## src/rtl/dpll_pkg.sv

```systemverilog
// Shared types and constants for the DPLL decision trail: literal encoding,
// trail entry layout and the controller state enum.
package dpll_pkg;

    localparam int DEF_WIDTH        = 4;
    localparam int DEF_MAX_LITERALS = 8;

    // Literal code: MSB is the negation flag, the bits below it are the variable index
    localparam int NEG_BIT = DEF_WIDTH - 1;
    localparam int IDX_MSB = DEF_WIDTH - 2;
    localparam int IDX_LSB = 0;

    typedef struct packed {
        logic [IDX_MSB:IDX_LSB] idx;
        logic                   is_dec;
        logic                   flipped;
    } trail_entry_t;

    typedef enum logic [1:0] {
        ST_IDLE      = 2'd0,
        ST_BACKTRACK = 2'd1,
        ST_UNSAT     = 2'd2
    } state_t;

endpackage

```

## src/rtl/decision_trail_free_lit_finder.sv

```systemverilog
// Combinational priority encoder: lowest unassigned variable index >= 1.
module free_lit_finder #(
    parameter int MAX_LITERALS = 8,
    parameter int IDX_W        = 3
) (
    input  logic [MAX_LITERALS-1:0] assigned_i,
    output logic [IDX_W-1:0]        idx_o,
    output logic                    found_o
);

    always_comb begin
        idx_o   = '0;
        found_o = 1'b0;
        // Scan downwards so the lowest free index is the last one written
        for (int i = MAX_LITERALS - 1; i >= 1; i--) begin
            if (!assigned_i[i]) begin
                idx_o   = IDX_W'(i);
                found_o = 1'b1;
            end
        end
    end

endmodule

```

## src/rtl/decision_trail.sv

```systemverilog
// DPLL decision trail: decide/imply/backtrack controller over a LIFO trail.
// Define DECISION_TRAIL_STATS_EN to add decision_count/backtrack_count outputs.
module decision_trail
    import dpll_pkg::*;
#(
    parameter int WIDTH        = DEF_WIDTH,
    parameter int MAX_LITERALS = DEF_MAX_LITERALS
) (
    input  logic                            clk,
    input  logic                            rst_n,
    input  logic                            decide_req,
    input  logic                            imply_valid,
    input  logic [WIDTH-1:0]                imply_lit,
    input  logic                            conflict,
    output logic                            ready,
    output logic [MAX_LITERALS-1:0]         literal_assigned,
    output logic [MAX_LITERALS-1:0]         literal_bool,
    output logic [$clog2(MAX_LITERALS):0]   trail_depth,
    output logic                            sat,
    output logic                            unsat,
    output logic                            imply_err
`ifdef DECISION_TRAIL_STATS_EN
    ,
    output logic [15:0]                     decision_count,
    output logic [15:0]                     backtrack_count
`endif
);

    localparam int DW    = $clog2(MAX_LITERALS) + 1;
    localparam int DEPTH = MAX_LITERALS - 1;
    localparam int PW    = $clog2(DEPTH);
    localparam int IW    = WIDTH - 1;

    state_t                  state_q, state_d;
    logic [MAX_LITERALS-1:0] asg_q, asg_d, bool_q, bool_d;
    logic [DW-1:0]           depth_q, depth_d;
    logic                    err_q, err_d;
    trail_entry_t            trail_q [DEPTH];
    trail_entry_t            trail_d [DEPTH];

    logic [IW-1:0]           free_idx;
    logic                    free_found;
    logic [IW-1:0]           imp_idx;
    logic                    imp_val;
    logic [PW-1:0]           top_ptr, push_ptr;
    trail_entry_t            top;
    logic                    do_decide, do_flip;

    free_lit_finder #(
        .MAX_LITERALS (MAX_LITERALS),
        .IDX_W        (IW)
    ) u_finder (
        .assigned_i (asg_q),
        .idx_o      (free_idx),
        .found_o    (free_found)
    );

    assign imp_idx   = imply_lit[IDX_MSB:IDX_LSB];
    assign imp_val   = ~imply_lit[NEG_BIT];
    assign top_ptr   = PW'(depth_q - DW'(1));
    assign push_ptr  = PW'(depth_q);
    assign top       = trail_q[top_ptr];
    assign sat       = &asg_q[MAX_LITERALS-1:1];
    // Decide only fires when no higher-priority command claims the cycle
    assign do_decide = (state_q == ST_IDLE) && !conflict && !imply_valid &&
                       decide_req && !sat && free_found && (depth_q < DW'(DEPTH));
    assign do_flip   = (state_q == ST_BACKTRACK) && (depth_q != '0) &&
                       top.is_dec && !top.flipped;

    always_comb begin
        state_d = state_q;
        asg_d   = asg_q;
        bool_d  = bool_q;
        depth_d = depth_q;
        err_d   = 1'b0;
        trail_d = trail_q;
        case (state_q)
            ST_IDLE: begin
                if (conflict) begin
                    state_d = ST_BACKTRACK;
                end else if (imply_valid) begin
                    if (imp_idx != '0) begin
                        if (!asg_q[imp_idx]) begin
                            if (depth_q < DW'(DEPTH)) begin
                                asg_d[imp_idx]    = 1'b1;
                                bool_d[imp_idx]   = imp_val;
                                trail_d[push_ptr] = '{idx: imp_idx, is_dec: 1'b0, flipped: 1'b0};
                                depth_d           = depth_q + DW'(1);
                            end
                        end else if (bool_q[imp_idx] != imp_val) begin
                            err_d = 1'b1;
                        end
                    end
                end else if (do_decide) begin
                    asg_d[free_idx]   = 1'b1;
                    bool_d[free_idx]  = 1'b1;
                    trail_d[push_ptr] = '{idx: free_idx, is_dec: 1'b1, flipped: 1'b0};
                    depth_d           = depth_q + DW'(1);
                end
            end
            ST_BACKTRACK: begin
                if (depth_q == '0) begin
                    state_d = ST_UNSAT;
                end else if (do_flip) begin
                    bool_d[top.idx]          = 1'b0;
                    trail_d[top_ptr].flipped = 1'b1;
                    state_d                  = ST_IDLE;
                end else begin
                    asg_d[top.idx]  = 1'b0;
                    bool_d[top.idx] = 1'b0;
                    depth_d         = depth_q - DW'(1);
                end
            end
            ST_UNSAT: begin
                state_d = ST_UNSAT;
            end
            default: begin
                state_d = ST_IDLE;
            end
        endcase
    end

    always_ff @(posedge clk) begin
        if (!rst_n) begin
            state_q <= ST_IDLE;
            asg_q   <= '0;
            bool_q  <= '0;
            depth_q <= '0;
            err_q   <= 1'b0;
        end else begin
            state_q <= state_d;
            asg_q   <= asg_d;
            bool_q  <= bool_d;
            depth_q <= depth_d;
            err_q   <= err_d;
        end
    end

    // Entry contents are only meaningful below depth_q, so they need no reset
    always_ff @(posedge clk) begin
        trail_q <= trail_d;
    end

`ifdef DECISION_TRAIL_STATS_EN
    logic [15:0] dec_cnt_q, bt_cnt_q;

    always_ff @(posedge clk) begin
        if (!rst_n) begin
            dec_cnt_q <= '0;
            bt_cnt_q  <= '0;
        end else begin
            if (do_decide && (dec_cnt_q != 16'hFFFF)) dec_cnt_q <= dec_cnt_q + 16'd1;
            if (do_flip && (bt_cnt_q != 16'hFFFF))    bt_cnt_q  <= bt_cnt_q + 16'd1;
        end
    end

    assign decision_count  = dec_cnt_q;
    assign backtrack_count = bt_cnt_q;
`endif

    assign ready            = (state_q == ST_IDLE);
    assign unsat            = (state_q == ST_UNSAT);
    assign literal_assigned = asg_q;
    assign literal_bool     = bool_q;
    assign trail_depth      = depth_q;
    assign imply_err        = err_q;

endmodule

```

## config.mk

```make
export PLATFORM = sky130hd
export DESIGN_NAME = decision_trail
export DESIGN_NICKNAME = d
export VERILOG_FILES = /design/src/rtl/dpll_pkg.sv /design/src/rtl/decision_trail_free_lit_finder.sv /design/src/rtl/decision_trail.sv
export SDC_FILE = /design/constraint.sdc
export NUM_CORES = 1
export LEC_CHECK = 0
export BUFFER_PORTS_ARGS = -buffer_cell sky130_fd_sc_hd__buf_2
export CAP_MARGIN = 20
export CORE_UTILIZATION = 40
export CTS_CLUSTER_SIZE = 16
export DETAILED_ROUTE_END_ITERATION = 8
export MAX_ROUTING_LAYER = met4
export PLACE_DENSITY = 0.62
export SKIP_CTS_REPAIR_TIMING = 1
export SYNTH_ARGS = -nofsm -noshare
export SYNTH_HDL_FRONTEND = slang
export SYNTH_HIERARCHICAL = 1
export SYNTH_SLANG_ARGS = --single-unit
```

## constraint.sdc

```tcl
create_clock -name clk -period 4.31 [get_ports clk]
set_input_delay 0 -clock clk [delete_from_list [all_inputs] [get_ports clk]]
set_output_delay 0 -clock clk [all_outputs]
set_load 0.02 [all_outputs]
```

==> results of run 1 <==
-- layout make-up --
| type | instances | area, sq um |
|---|---|---|
| clock buffer | 9 | 123.9 |
| inverter | 15 | 56.30 |
| clock inverter | 7 | 101.3 |
| sequential | 58 | 1511 |
| timing repair buffer | 37 | 206.4 |
| multi-input combinational | 296 | 1831 |
| fill | 803 | 4379 |
| tap | 105 | 131.4 |
-- through the flow --
stage                     setup WS, ns  hold WS, ns
final                           0.7683      0.03504
after global routing            0.4755      0.04350
after CTS                       0.7865     -0.06312
after detailed placement        0.8253       0.3014
after global placement          0.9479       0.3019
after floorplan                 0.7657       0.1323
-- per-layer routing --
metal | up-vias | GRT usage | part of all wire | wire [microns]
met5 | - | - | 0 | 0
met4 | 0 | 0.1095 | 0.027 | 258
met3 | 27 | 0.04466 | 0.082 | 797
met2 | 181 | 0.3446 | 0.45 | 4362
met1 | 1532 | 0.3157 | 0.44 | 4263
li1 | 1512 | - | - | -
-- state kept, by name, indices dropped and copies added (netlist names) --
register          flops
imply_err             1
literal_bool          8
state_q               2
trail_depth           4
trail_q              35
literal_assigned      8
-- worst min path at each step --
stage,from,endpoint,slack (ns),cells after the start
floorplan,rst_n,literal_bool[1],0.13,2
global placement,conflict,imply_err,0.30,3
detailed placement,conflict,imply_err,0.30,3
CTS,conflict,imply_err,-0.06,3
global route,rst_n,literal_bool[4],0.04,2
finish,rst_n,literal_bool[4],0.04,2
-- power by group --
part | total (mW) | internal, mW | switching [mW]
Combinational | 1.28 | 0.426 | 0.855
Clock | 0.581 | 0.329 | 0.252
Sequential | 0.752 | 0.681 | 0.0711
Total | 2.61 | 1.44 | 1.18
-- cells by family after synthesis --
logic type               synth area share
AO/OA/AOI/OAI                      0.1964
XOR/XNOR                          0.01675
adder cells (fa/ha/maj)           0.01069
buffers and inverters             0.04811
flip-flops                         0.4305
multiplexers                      0.08268
AND/OR/NAND/NOR                    0.2149
-- placed cells by master, fill, tap and decap left out, types with 4 or more instances in the layout --
cell type  instances
clkbuf_8          10
edfxtp_1          35
a311oi_1           4
nor3_1             6
nor2b_1            8
nand2_1           36
a21oi_1           33
dfxtp_1           23
mux2i_1           11
mux4_2             6
buf_2             32
mux2_2             4
a211oi_1           6
nor4_1             6
o311ai_0           4
nor2_1            62
nand3_1           15
nand2b_1           7
o21ai_0           17
a31oi_1           14
inv_1             15
o22ai_1            8
==> results.sh, run 1 <==
export IMPL_status="complete, no violations"
export IMPL_rr_startpoint="trail_depth[1]"
export IMPL_stdcell_count=527
export IMPL_finalSetupViolCount=0
export IMPL_critPathLaunch="trail_depth[1]"
export IMPL_start_kind="register"
export IMPL_dp_cells=509
export IMPL_yosysUniqueCellTypes=60
export IMPL_nets=429
export IMPL_ys_ff_latch=58
export IMPL_die_area_sq_um=9156
export IMPL_rsz0062_at_grt="false"
export IMPL_ys_flop_type="edfxtp_1"
export IMPL_max_freq_mhz=282.4
export IMPL_synth_area_top_cells="edfxtp_1, dfxtp_1, nor2_1, a21oi_1, nand2_1"
export IMPL_antenna_found_initial=0
export IMPL_clock_sinks=58
export IMPL_p_leak_nw=1.456
export IMPL_slowest_delay_ns=0.57
export IMPL_rr_endpoint="trail_q[23]"
export IMPL_timing_critical_path_fanout_max=15
export IMPL_max_slew_margin=0.4731
export IMPL_grt_overflow=0
export IMPL_numPortBuffers=32
export IMPL_die_height_microns=95.69
export IMPL_power_density_nw_per_um2=660.0
export IMPL_synth_edff_count=35
export IMPL_ios=33
export IMPL_dr_pass1_iters=5
export IMPL_cts_tree="yes"
export IMPL_cts_buffers=9
export IMPL_fin_tns_setup_ns=0
export IMPL_antenna_cells=0
export IMPL_post_dp_cell_area_sq_um=3712
export IMPL_start_util=0.4209
export IMPL_cap_violations=0
export IMPL_reg2reg_depth=8
export IMPL_synth_fp_nets=406
export IMPL_wl_per_cell_microns=18.37
export IMPL_ir_drop_mv=0.2221
export IMPL_synth_common_cells="nor2_1, nand2_1, edfxtp_1"
export IMPL_syn_to_final_growth_pct=12.83
export IMPL_path_buf_inv=1
export IMPL_crit_chain="inv_1 -> ha_1 -> xor2_2 -> o311ai_1 -> or4b_1 -> or2_1 -> a21o_1 -> nor2_1"
export IMPL_async_flop_share=0
export IMPL_hpwl_microns=6608
export IMPL_grt_pass1_vias=2956
export IMPL_grt_pass1_wl_microns=15440
export IMPL_htreeDepth=3
export IMPL_finClkSkew_ns=0.01443
export IMPL_num_vias=3252
export IMPL_seq_area_frac_synth=0.4305
export IMPL_ant_nets=0
export IMPL_hold_viol=0
export IMPL_synth_avg_cell_area_sq_um=8.911
export IMPL_power_mw=2.615
export IMPL_dr_first_iter_drc_count=393
export IMPL_dieWidth_microns=95.69
export IMPL_row_count=33
export IMPL_ff2ff_setup_slack_ns=0.77
export IMPL_slew_viol_final=0
export IMPL_required_ns=4.33
export IMPL_clkLatencyLatePin_ns=0.35
export IMPL_syn_area_sq_um=3511
export IMPL_core_area_sq_um=8341
export IMPL_holdCritPathClass="input pin to register"
export IMPL_gp_congestion=0.8496
export IMPL_end_kind="register"
export IMPL_crit_arrival_ns=3.56
export IMPL_critical_path_class="register to register"
export IMPL_drc=0
export IMPL_yosysMostFrequentCell="nor2_1"
export IMPL_cts_clk_slew_worst_paths_ns=0.08
export IMPL_critPathSlowestCell="xor2_2"
export IMPL_synth_top_area_frac=0.2994
export IMPL_tightestPinTransition_ns=0.7683
export IMPL_crit_family="simple AND/OR/NAND/NOR gates"
export IMPL_cts_root_buffer_cell="clkbuf_8"
export IMPL_finalCritPeriodShare=0.8217
export IMPL_final_core_util=0.4749
export IMPL_yosys_warnings=6
export IMPL_grt_max_degree=39
export IMPL_syn_inst=394
export IMPL_fin_crit_ns=3.542
export IMPL_drive_gt1_frac=0.1682
export IMPL_cp_depth=8
export IMPL_wirelength_microns=9681
export IMPL_grt_usage=0.2361
export IMPL_crit_end="trail_q[23]"
export IMPL_yosys_area_top_type="edfxtp_1"
export IMPL_fin_area_sq_um=3961
export IMPL_viasPerCell=6.171
export IMPL_cts_buffer_depth=2
(Power assumes the default switching activity.)
==> run 2, diff against run 1 <==
ABC_AREA = 1   (was not set)
PLACE_DENSITY = 0.61   (was 0.62)
clock period = 3.7 ns   (was 4.31 ns; I/O delays follow)
==> run 2 against run 1 <==
- non-clock buffer count decreased by 1
- global-route usage increased by 1.1 points
- worst setup slack got worse by 0.23 ns
- clock power decreased by 3%
- sequential power increased by 15%
- register-to-register slack got worse by 0.23 ns
- critical path type unchanged
- highest routed layer unchanged
==> results.sh, run 2 <==
export IMPL_status="complete, no violations"
export IMPL_viasPerCell=5.193
export IMPL_end_kind="register"
export IMPL_stdcell_count=761
export IMPL_die_area_sq_um=10260
export IMPL_dr_pass1_iters=5
export IMPL_antenna_found_initial=0
export IMPL_grt_overflow=0
export IMPL_start_util=0.4190
export IMPL_finClkSkew_ns=0.008973
export IMPL_cts_clk_slew_worst_paths_ns=0.07
export IMPL_htreeDepth=3
export IMPL_row_count=35
export IMPL_combPwrFrac=0.554
export IMPL_fin_crit_ns=3.161
export IMPL_gp_congestion=0.9060
export IMPL_required_ns=3.71
export IMPL_finalCritPeriodShare=0.8543
export IMPL_grt_usage=0.2475
export IMPL_final_common_cell="nand2_1"
export IMPL_dieWidth_microns=101.3
export IMPL_pre_cts_ws_ns=0.5564
export IMPL_die_height_microns=101.3
export IMPL_dp_cells=744
export IMPL_finalSetupViolCount=0
export IMPL_synth_edff_count=35
export IMPL_core_area_sq_um=9415
export IMPL_grt_pass1_vias=3611
export IMPL_numPortBuffers=32
export IMPL_max_freq_mhz=316.4
export IMPL_hold_viol=0
export IMPL_power_mw=3.204
export IMPL_wl_per_cell_microns=15.09
export IMPL_ys_flop_type="edfxtp_1"
export IMPL_max_slew_margin=0.4280
export IMPL_ios=33
export IMPL_holdCritPathClass="input pin to register"
export IMPL_p_leak_nw=1.883
export IMPL_seq_area_frac_synth=0.3831
export IMPL_mostFrequentLayoutCells="nand2_1, nor2_1, nand3_1"
export IMPL_yosysUniqueCellTypes=34
export IMPL_yosys_warnings=6
export IMPL_crit_arrival_ns=3.17
export IMPL_drive_gt1_frac=0.1044
export IMPL_cap_violations=0
export IMPL_fin_tns_setup_ns=0
export IMPL_synth_fp_nets=617
export IMPL_hold_slack_ns=0.01173
export IMPL_antenna_cells=0
export IMPL_tightestPinTransition_ns=0.8522
export IMPL_largest_reg_flops=35
export IMPL_p_seq_frac=0.269
export IMPL_ir_drop_mv=0.4819
export IMPL_num_vias=3952
export IMPL_dr_first_iter_drc_count=389
export IMPL_yosys_area_top_type="edfxtp_1"
export IMPL_rsz0062_at_grt="false"
export IMPL_ys_ff_latch=58
export IMPL_clkLatencyLatePin_ns=0.34
export IMPL_grt_pass1_wl_microns=18570
export IMPL_setup_ws_ns=0.5391
export IMPL_nets=639
export IMPL_cts_buffers=9
export IMPL_cts_buffer_depth=2
export IMPL_syn_area_sq_um=3945
export IMPL_ant_nets=0
export IMPL_synth_area_top_cells="edfxtp_1, nand2_1, dfxtp_1, nor2_1, nand3_1"
export IMPL_synth_common_cells="nand2_1, nor2_1, nand3_1"
export IMPL_internal_power_mw=1.541
export IMPL_regMostFlops="trail_q"
export IMPL_synth_avg_cell_area_sq_um=6.521
export IMPL_clock_sinks=58
export IMPL_power_switching_mw=1.663
export IMPL_cts_root_buffer_cell="clkbuf_8"
export IMPL_netSwitchingFraction=0.5191
export IMPL_yosysMostFrequentCell="nand2_1"
export IMPL_async_flop_share=0
export IMPL_grt_max_degree=29
export IMPL_timing_critical_path_fanout_max=18
export IMPL_drc=0
export IMPL_critical_path_class="register to register"
export IMPL_wirelength_microns=11490
export IMPL_pwr_share_clk=0.177
export IMPL_syn_inst=605
export IMPL_start_kind="register"
export IMPL_syn_to_final_growth_pct=10.18
export IMPL_slew_viol_final=0
export IMPL_cts_tree="yes"
export IMPL_hpwl_microns=8289
export IMPL_power_density_nw_per_um2=737.1
export IMPL_synth_top_area_frac=0.2664
-- run 2: path summary, 6_finish.rpt --
path	startpoint	endpoint	slack (ns)	cells after the start
hold / removal	conflict	state_q[0]	0.01	3
setup / recovery	trail_depth[1]	trail_q[31]	0.54	10
setup reg to reg	trail_depth[1]	trail_q[31]	0.54	10
hold reg to reg	trail_depth[3]	trail_depth[3]	0.49	2
-- run 2: cells by family (layout without fill, tap and decap cells) --
family | after synthesis | in the layout | synth area share
XOR/XNOR | 3 | 3 | 0.006662
adder cells (fa/ha/maj) | 3 | 3 | 0.009516
flip-flops | 58 | 58 | 0.3831
AND/OR/NAND/NOR | 378 | 378 | 0.3990
buffers and inverters | 87 | 114 | 0.09420
AO/OA/AOI/OAI | 76 | 76 | 0.1075
-- run 2: area by class of cell --
type                    instances  area (sq um)
flip-flops and latches         58          1511
inverters                      62         235.2
fillers                      1010          5069
clock inverters                 7         60.06
repair buffers                 36         192.7
clock buffers                   9         123.9
well taps                     129         161.4
multi-input cells             460          2062
-- run 2: per-stage QoR --
step | util | cell area, sq um
floorplan | - | 3945
global placement | 0.4411 | 4153
detailed placement | 0.4411 | 4153
CTS | 0.4606 | 4337
global route | 0.4617 | 4347
finish | 0.4617 | 4347
-- run 2: power by group through the flow --
stage,Sequential (mW),Combinational (mW),Clock (mW)
floorplan,0.893,1.34,0
detailed placement,0.875,1.75,0
finish,0.863,1.78,0.566
global placement,0.873,1.74,0
global route,0.874,1.97,0.595
CTS,0.861,1.76,0.571
-- run 2: critical path: stages (launching register included) --
cell	delay, ns
dfxtp_1	0.46
inv_1	0.15
ha_1	0.66
inv_1	0.28
nor2_1	0.23
nand2_1	0.08
nand3_1	0.13
nand3_4	0.14
nand2_1	0.10
nand2_2	0.22
nor2_1	0.37
-- run 2: layer usage --
metal	wire [microns]	share of wire	global-route usage
met1	5657	0.49	0.3623
met2	4880	0.42	0.3475
met3	781	0.068	0.02761
met4	168	0.015	0.09365
met5	0	0	-
==> run 3, diff against run 2 <==
CELL_PAD_IN_SITES_DETAIL_PLACEMENT = 0   (was not set)
CELL_PAD_IN_SITES_GLOBAL_PLACEMENT = 1   (was not set)
CORE_ASPECT_RATIO = 1.1   (was not set)
PLACE_DENSITY = not set   (was 0.61)
PLACE_DENSITY_LB_ADDON = 0.1   (was not set)
==> run 3 against run 2 <==
- flip-flop and latch count did not move
- cell count down 1.6%
- wire length up 3.8%
- non-clock buffer count unchanged
- combinational power about the same
- first-iteration DRC count down 46%
- clock skew up 0.0029 ns
- worst setup slack worse by 0.021 ns
- count of clock-buffer cells in the layout increased by 1
- register-to-register slack lost 0.02 ns
- die area barely moved
==> results.sh, run 3 (synthesized netlist as in run 2, its figures left out) <==
export IMPL_drive_gt1_frac=0.1044
export IMPL_grt_max_degree=29
export IMPL_internal_power_mw=1.614
export IMPL_nets=639
export IMPL_power_mw=3.305
export IMPL_hold_depth=3
export IMPL_tightestPinTransition_ns=0.8924
export IMPL_p_seq_frac=0.262
export IMPL_core_area_sq_um=9490
export IMPL_ant_nets=0
export IMPL_grt_pass1_wl_microns=19290
export IMPL_fin_crit_ns=3.182
export IMPL_cts_buffer_depth=2
export IMPL_hpwl_microns=8601
export IMPL_dieWidth_microns=96.69
export IMPL_cts_root_buffer_cell="clkbuf_8"
export IMPL_row_count=37
export IMPL_max_slew_margin=0.4038
export IMPL_ir_drop_mv=0.2902
export IMPL_die_area_sq_um=10260
export IMPL_dr_pass1_iters=5
export IMPL_viasPerCell=5.258
export IMPL_holdCritPathClass="input pin to register"
export IMPL_p_leak_nw=1.893
export IMPL_setup_ws_ns=0.5180
export IMPL_antenna_cells=0
export IMPL_cts_tree="yes"
export IMPL_num_vias=3938
export IMPL_ios=33
export IMPL_finalSetupViolCount=0
export IMPL_drc=0
export IMPL_regMostFlops="trail_q"
export IMPL_antenna_found_initial=0
export IMPL_cts_buffers=9
export IMPL_clock_sinks=58
export IMPL_mostFrequentLayoutCells="nand2_1, nor2_1, nand3_1"
export IMPL_start_util=0.4157
export IMPL_pre_cts_ws_ns=0.5707
export IMPL_die_height_microns=106.2
export IMPL_critical_path_class="register to register"
export IMPL_clkLatencyLatePin_ns=0.34
export IMPL_numPortBuffers=32
export IMPL_largest_reg_flops=35
export IMPL_cts_clk_slew_worst_paths_ns=0.08
export IMPL_final_common_cell="nand2_1"
export IMPL_required_ns=3.70
export IMPL_pwr_share_clk=0.199
export IMPL_gp_congestion=0.8712
export IMPL_reg2reg_depth=10
export IMPL_grt_pass1_vias=3675
export IMPL_wl_per_cell_microns=15.92
export IMPL_power_density_nw_per_um2=758.6
export IMPL_rsz0062_at_grt="false"
export IMPL_power_switching_mw=1.691
export IMPL_netSwitchingFraction=0.5115
export IMPL_hold_viol=0
export IMPL_end_kind="register"
export IMPL_max_freq_mhz=314.3
export IMPL_finClkSkew_ns=0.01188
export IMPL_finalCritPeriodShare=0.8600
export IMPL_combPwrFrac=0.539
export IMPL_crit_arrival_ns=3.18
export IMPL_status="complete, no violations"
export IMPL_htreeDepth=3
export IMPL_start_kind="register"
export IMPL_grt_usage=0.2492
export IMPL_cap_violations=0
export IMPL_slew_viol_final=0
export IMPL_dr_first_iter_drc_count=212
export IMPL_timing_critical_path_fanout_max=18
export IMPL_fin_tns_setup_ns=0
export IMPL_syn_to_final_growth_pct=10.43
export IMPL_wirelength_microns=11920
export IMPL_grt_overflow=0
## run 3: path summary, 6_finish.rpt
path	start	end	slack (ns)
max	trail_depth[1]	trail_q[12]	0.52
min reg2reg	trail_depth[3]	trail_depth[3]	0.48
min	conflict	state_q[0]	0.03
max reg2reg	trail_depth[1]	trail_q[12]	0.52
## run 3: power groups by stage
stage / clock network (mW) / logic [mW] / registers, mW
after floorplan: 0 / 1.34 / 0.893
after global placement: 0 / 1.78 / 0.877
after detailed placement: 0 / 1.77 / 0.881
after CTS: 0.665 / 1.78 / 0.866
after global routing: 0.700 / 2.02 / 0.879
final: 0.657 / 1.78 / 0.867
## run 3: final cells by class
class | count | area, sq um
sequential | 58 | 1511
clock inverter | 6 | 81.33
multi-input combinational | 460 | 2062
fill | 1008 | 5134
clock buffer | 10 | 127.6
tap | 117 | 146.4
inverter | 62 | 235.2
timing repair buffer | 36 | 192.7
## run 3: worst max-delay path, cell delays in order (launching register included)
cell     delay [ns]
dfxtp_1        0.47
inv_1          0.15
ha_1           0.64
inv_1          0.29
nor2_1         0.24
nand2_1        0.08
nand3_1        0.13
nand3_4        0.14
nand2_1        0.10
nand2_2        0.21
nor2_1         0.37
## run 3: layer usage
metal,up-vias,global-route usage,routed length (microns)
met5,-,-,0
met4,0,0.1034,407
met3,31,0.03156,459
met2,100,0.4210,5847
met1,1807,0.3016,5207
li1,2000,-,-
## run 3: through the flow
step	hold slack (ns)	util	cells	cell area [sq um]
after global routing	0.02497	0.4591	749	4357
after detailed placement	0.3268	0.4360	732	4138
final	0.02751	0.4591	749	4357
after CTS	-0.03626	0.4580	748	4347
after global placement	0.3190	0.4360	732	4138
after floorplan	0.1258	-	605	3945
